## src/rtl/avr_bus_mem.sv

```systemverilog
// Code store, data RAM and MMIO block (console TX FIFO, latched cycle counter)
// for the avr_cpu bus. Every output is registered except the FIFO drain port.
module avr_bus_mem #(
  parameter int          CODE_AW = 7,
  parameter int          DATA_AW = 8,
  parameter logic [15:0] IO_BASE = 16'hFF00,
  parameter int          FIFO_AW = 3
) (
  input  logic               clk,
  input  logic               reset,
  input  logic [15:0]        pc,
  output logic [15:0]        cdata,
  input  logic               prog_wen,
  input  logic [CODE_AW-1:0] prog_addr,
  input  logic [15:0]        prog_data,
  input  logic [15:0]        data_addr,
  input  logic               data_wen,
  input  logic               data_ren,
  input  logic [7:0]         data_write,
  output logic [7:0]         data_read,
  output logic               tx_valid,
  output logic [7:0]         tx_data,
  input  logic               tx_ready
);

  localparam int          CODE_DEPTH = 2 ** CODE_AW;
  localparam int          RAM_DEPTH  = 2 ** DATA_AW;
  localparam int          FIFO_DEPTH = 2 ** FIFO_AW;
  localparam logic [16:0] RAM_LIMIT  = 17'(RAM_DEPTH);
  localparam logic [FIFO_AW:0] FIFO_FULL = (FIFO_AW + 1)'(FIFO_DEPTH);

  typedef enum logic [3:0] {
    OFF_TXDATA = 4'd0,
    OFF_STATUS = 4'd1,
    OFF_CYCLE0 = 4'd2,
    OFF_CYCLE1 = 4'd3,
    OFF_CYCLE2 = 4'd4,
    OFF_CYCLE3 = 4'd5
  } io_off_e;

  logic [15:0] code_mem [CODE_DEPTH];
  logic [7:0]  ram_mem  [RAM_DEPTH];
  logic [7:0]  fifo_mem [FIFO_DEPTH];

  logic [15:0]        cdata_q, cdata_d;
  logic [7:0]         data_read_q, data_read_d;
  logic [FIFO_AW-1:0] wr_ptr_q, wr_ptr_d, rd_ptr_q, rd_ptr_d;
  logic [FIFO_AW:0]   count_q, count_d;
  logic               overflow_q, overflow_d;
  logic [31:0]        cycle_q, cycle_d;
  logic [23:0]        shadow_q, shadow_d;

  logic       is_io, is_ram, empty, full, pop, push, ram_wen;
  logic [3:0] io_off;
  logic       unused_pc_hi;

  // Upper pc bits are deliberately ignored: the code store aliases.
  assign unused_pc_hi = ^pc[15:CODE_AW];

  // IO window takes priority over RAM when the two overlap.
  assign is_io   = (data_addr[15:4] == IO_BASE[15:4]);
  assign is_ram  = !is_io && ({1'b0, data_addr} < RAM_LIMIT);
  assign io_off  = data_addr[3:0];
  assign ram_wen = data_wen && is_ram;

  assign empty    = (count_q == '0);
  assign full     = (count_q == FIFO_FULL);
  assign tx_valid = !empty;
  assign tx_data  = fifo_mem[rd_ptr_q];
  assign pop      = tx_valid && tx_ready;

  // NOTE: storage arrays have no reset so they map onto plain RAM; only the
  // control state below is reset, and all clocked state uses <= so every
  // read in this cycle sees the pre-edge value (read-old-data on collisions).
  always_ff @(posedge clk) begin
    if (prog_wen) code_mem[prog_addr] <= prog_data;
    if (ram_wen)  ram_mem[data_addr[DATA_AW-1:0]] <= data_write;
    if (push)     fifo_mem[wr_ptr_q] <= data_write;
  end

  // NOTE: every signal assigned here gets a default first, so no path can
  // leave one unassigned and infer a latch.
  always_comb begin
    cdata_d     = code_mem[pc[CODE_AW-1:0]];
    data_read_d = 8'h00;
    shadow_d    = shadow_q;
    overflow_d  = overflow_q;
    wr_ptr_d    = wr_ptr_q;
    rd_ptr_d    = rd_ptr_q;
    count_d     = count_q;
    cycle_d     = cycle_q + 32'd1;
    push        = 1'b0;

    if (is_io) begin
      case (io_off)
        OFF_STATUS: data_read_d = {5'b0, overflow_q, full, empty};
        OFF_CYCLE0: data_read_d = cycle_q[7:0];
        OFF_CYCLE1: data_read_d = shadow_q[7:0];
        OFF_CYCLE2: data_read_d = shadow_q[15:8];
        OFF_CYCLE3: data_read_d = shadow_q[23:16];
        default:    data_read_d = 8'h00;
      endcase
    end else if (is_ram) begin
      data_read_d = ram_mem[data_addr[DATA_AW-1:0]];
    end

    // Reading CYCLE0 freezes the upper bytes so a multi-byte read is coherent.
    if (is_io && data_ren && io_off == OFF_CYCLE0) shadow_d = cycle_q[31:8];

    if (is_io && data_wen && io_off == OFF_STATUS && data_write[2]) overflow_d = 1'b0;

    if (is_io && data_wen && io_off == OFF_TXDATA) begin
      if (!full || pop) push = 1'b1;
      else              overflow_d = 1'b1;  // placed after the clear: set wins
    end

    if (push) wr_ptr_d = wr_ptr_q + FIFO_AW'(1);
    if (pop)  rd_ptr_d = rd_ptr_q + FIFO_AW'(1);
    case ({push, pop})
      2'b10:   count_d = count_q + (FIFO_AW + 1)'(1);
      2'b01:   count_d = count_q - (FIFO_AW + 1)'(1);
      default: count_d = count_q;
    endcase
  end

  always_ff @(posedge clk or negedge reset) begin
    if (!reset) begin
      cdata_q     <= '0;
      data_read_q <= '0;
      wr_ptr_q    <= '0;
      rd_ptr_q    <= '0;
      count_q     <= '0;
      overflow_q  <= 1'b0;
      cycle_q     <= '0;
      shadow_q    <= '0;
    end else begin
      cdata_q     <= cdata_d;
      data_read_q <= data_read_d;
      wr_ptr_q    <= wr_ptr_d;
      rd_ptr_q    <= rd_ptr_d;
      count_q     <= count_d;
      overflow_q  <= overflow_d;
      cycle_q     <= cycle_d;
      shadow_q    <= shadow_d;
    end
  end

  assign cdata     = cdata_q;
  assign data_read = data_read_q;

endmodule

```

## config.mk

```make
export PLATFORM = sky130hd
export DESIGN_NAME = avr_bus_mem
export DESIGN_NICKNAME = d
export VERILOG_FILES = /design/src/rtl/avr_bus_mem.sv
export SDC_FILE = /design/constraint.sdc
export NUM_CORES = 2
export LEC_CHECK = 0
export CAP_MARGIN = 20
export CORE_ASPECT_RATIO = 0.5
export CORE_MARGIN = 2
export CORE_UTILIZATION = 59
export CTS_BUF_LIST = sky130_fd_sc_hd__clkbuf_8
export CTS_CLUSTER_DIAMETER = 30
export CTS_CLUSTER_SIZE = 30
export DETAILED_ROUTE_END_ITERATION = 8
export HOLD_SLACK_MARGIN = 0.05
export PLACE_DENSITY = 0.78
export SLEW_MARGIN = 20
export SYNTH_ARGS = -nofsm -noshare
export SYNTH_HDL_FRONTEND = slang
export SYNTH_MEMORY_MAX_BITS = 65536
export SYNTH_SLANG_ARGS = --single-unit
```

## constraint.sdc

```tcl
create_clock -name clk -period 2.76 [get_ports clk]
set_input_delay 0.828 -clock clk [delete_from_list [all_inputs] [get_ports clk]]
set_output_delay 0.828 -clock clk [all_outputs]
set_load 0.03 [all_outputs]
```

==> impl_metrics.yaml <==
route:
  ant_nets: 0
  via_per_inst: 6.64
  drc: 0
  wl_per_cell_um: 33.2
  first_pass_iters: 8
  via_count: 83400
  initialDrtViolationCount: 12500
  wl_um: 418000
critical_path:
  worstSetupStartpointType: "flop"
  critPathMaxFanout: 5
  crit_required_ns: 1.93
  r2r-start: "ram_mem[218][4]"
  crit_path_frequent_cell: "buf_6"
  crit_chain: "buf_6 -> mux4_2 -> mux2_4 -> buf_6"
  cp-end-kind: "output pin"
  max_stage_delay_ns: 0.53
  worstPathArrival_ns: 2.66
  crit_path_top_delay_cell: "mux4_2"
  startpoint: "rd_ptr_q[0]"
  crit_type: "reg2out"
global_routing:
  grt-ovfl-total: 0
  grt_pass1_wl_um: 600000
  grt_use_total_pct: 29.7
  grt_max_degree: 129
  grt_pass1_vias: 84100
  grt_antenna_before_repair: 20
clocking:
  path_clk_slew_ns: 0.08
  clock_latency_ns: 1.11
  clock_sinks: 4251
  cts-buffers-inserted: 478
  cts_max_path_buffers: 4
  cts_root_buffer: "clkbuf_8"
  cts_tree: "built"
  htreeDepth: 5
timing:
  maxSlewHeadroom_pct: 28.4
  fmax_mhz: 287
  layout_setup_ws_ns: -0.729
  finalSetupViolCount: 10
  fin_skew_ns: 0.0874
  maxSlewViolCount: 0
  hold_viol: 0
  tightest_slew_ns: 1.07
  rsz0062_at_grt: "true"
  timing.final.crit_share_pct: 126
  post-route-min-period_ns: 3.49
pwr:
  power.leakage_nw: 62.6
  ir_drop_uv: 432
  cellPowerDensity_nw_per_um2: 658
min_path:
  hold_start: "prog_data[10]"
  holdCritPathClass: "in2reg"
die:
  rows: 136
  die-area_sq_um: 282000
  fp.dieW_um: 750
  die_y_um: 377
  initial_utilization_pct: 59.5
  core-area_sq_um: 276000
  pin_count: 102
synthesis:
  seq_area_frac_synth_pct: 77.6
  synth_common_cells: "edfxtp_1 (4160), mux4_2 (1225), nor2_1 (443)"
  synth.most_common_cell: "edfxtp_1"
  synth_edf_count: 4160
  yosys.area.top_type: "edfxtp_1"
  syn_avg_cell_area_sq_um: 23.2
  synth_ff_type: "edfxtp_1"
  synth_top_area_share_pct: 76.2
  syn_area_sq_um: 164000
  synth.distinct_cells: 71
  syn-num-nets: 7155
  syn_inst: 7082
  async_reset_ff_share_pct: 2.14
  ys_seq_elements: 4251
  yosysWarningCount: 0
  synthTopCellsByArea: "edfxtp_1 (76%), mux4_2 (17%), dfrtp_1 (1.4%)"
placement:
  dp_worst_setup_slack_ns: -1.25
  place.gp.congestion: 0.917
  hpwl_um: 267000
  postPlaceCellArea_sq_um: 183000
  io_buffers: 92
finish:
  layout-drive-gt1-share_pct: 41.4
  syn2layout_area_growth_pct: 18.7
  finalInstanceArea_sq_um: 195000
  finish.net_count: 8570
status:
  failed_checks: "setup timing"
  status: "finished with violations"
run:
  cap_violations: 0
[kinds of logic (layout without fill, tap and decap cells)]
group | Yosys count | after routing | share of synthesized area, %
fa+ha+maj | 4 | 4 | 0.0305
xor+xnor | 37 | 37 | 0.198
mux | 1419 | 1419 | 18.1
buf+inv | 408 | 2232 | 1.19
compound gates | 193 | 193 | 0.886
other cells | 0 | 8 | 0
flops | 4251 | 4251 | 77.6
simple gates | 770 | 770 | 2.08
[power breakdown]
group          internal [mW]  switching (mW)  total [mW]
sequential              70.9           0.197        71.1
clock                   23.3            25.0        48.2
combinational           3.89            4.87        8.76
[sequential cells by signal (all words and copies together) (netlist names)]
signal	flops
cdata	16
code_mem	2048
count_q	4
cycle_q	32
data_read	8
fifo_mem	64
overflow_q	1
ram_mem	2048
rd_ptr_q	3
shadow_q	24
wr_ptr_q	3
[final cells by class]
type / count / area (sq um)
timing repair buffer: 1334 / 15500
clock inverter: 398 / 4260
tap: 3657 / 4580
antenna: 8 / 20.0
fill: 14900 / 80900
multi-input combinational: 2423 / 36300
sequential: 4251 / 127000
clock buffer: 491 / 6760
inverter: 9 / 33.8
[metal layers]
layer  part of all wire [%]  track usage (%)  up-vias  wire (um)
li1                       -                -    33000          -
met1                     36             41.6    43800     152000
met2                     48             46.8     5685     200000
met3                     11             6.60      924      46800
met4                    4.5             11.5       14      18800
met5                  0.022                0        -         90
[metrics by stage]
stage / power, mW / util [%] / instances / setup TNS, ns / hold WS, ns
3_3_place_gp: 80.7 / 66.5 / 11700 / -1324.13 / 0.460
6_report: 128 / 70.6 / 12600 / -5.98 / 0.167
2_1_floorplan: 76.8 / - / 7082 / -400.14 / 0.440
3_5_place_dp: 81.0 / 66.5 / 11700 / -1421.15 / 0.461
4_1_cts: 129 / 70.6 / 12600 / -7.05 / 0.0983
5_1_grt: 131 / 70.6 / 12600 / -6.81 / 0.109
[critical path, delay by kind of cell (launching register included)]
| family | cells | cell delay [ns] |
|---|---|---|
| buffers and inverters | 2 | 0.30 |
| muxes | 2 | 0.84 |
| DFF | 1 | 0.44 |
[path summary, 6_finish.rpt]
| check | endpoint | slack [ns] | cells past startpoint |
|---|---|---|---|
| max | tx_data[1] | -0.73 | 4 |
| min in group asynchronous | cycle_q[28] | 0.36 | 2 |
| max in group asynchronous | cdata[14] | 1.69 | 3 |
| max reg2reg | data_read[4] | 0.09 | 7 |
| min reg2reg | cycle_q[31] | 0.47 | 1 |
| min | code_mem[98][10] | 0.17 | 1 |
[what timing repair did]
item,in CTS,in global routing
buffers inserted,9,2
hold endpoints to repair,37,0
hold buffers,2,0
endpoints found under the setup margin,35,51
pin swaps,2,4
resized for setup,188,16
cloned,2,1
[layout by cell type, fill, tap and decap left out, types with 28 or more instances in the layout]
cell type | netlist | routed
clkinvlp_4 | 0 | 56
dfrtp_1 | 91 | 71
clkbuf_8 | 0 | 499
nor2b_1 | 51 | 48
nor2_2 | 0 | 50
clkinv_1 | 1 | 39
edfxtp_1 | 4160 | 4160
bufinv_16 | 0 | 59
buf_4 | 33 | 831
nand2_1 | 104 | 97
inv_1 | 7 | 40
clkinv_2 | 0 | 51
nand3_1 | 53 | 48
mux4_2 | 1225 | 1225
mux2_2 | 81 | 75
nor2_4 | 0 | 144
buf_12 | 0 | 418
a211oi_1 | 31 | 31
inv_6 | 0 | 81
clkinv_4 | 0 | 42
xnor2_1 | 29 | 29
inv_8 | 0 | 28
nor2_1 | 443 | 249
a22oi_1 | 47 | 47
mux2i_1 | 113 | 111
No activity file was read; power rests on OpenSTA's default activity.
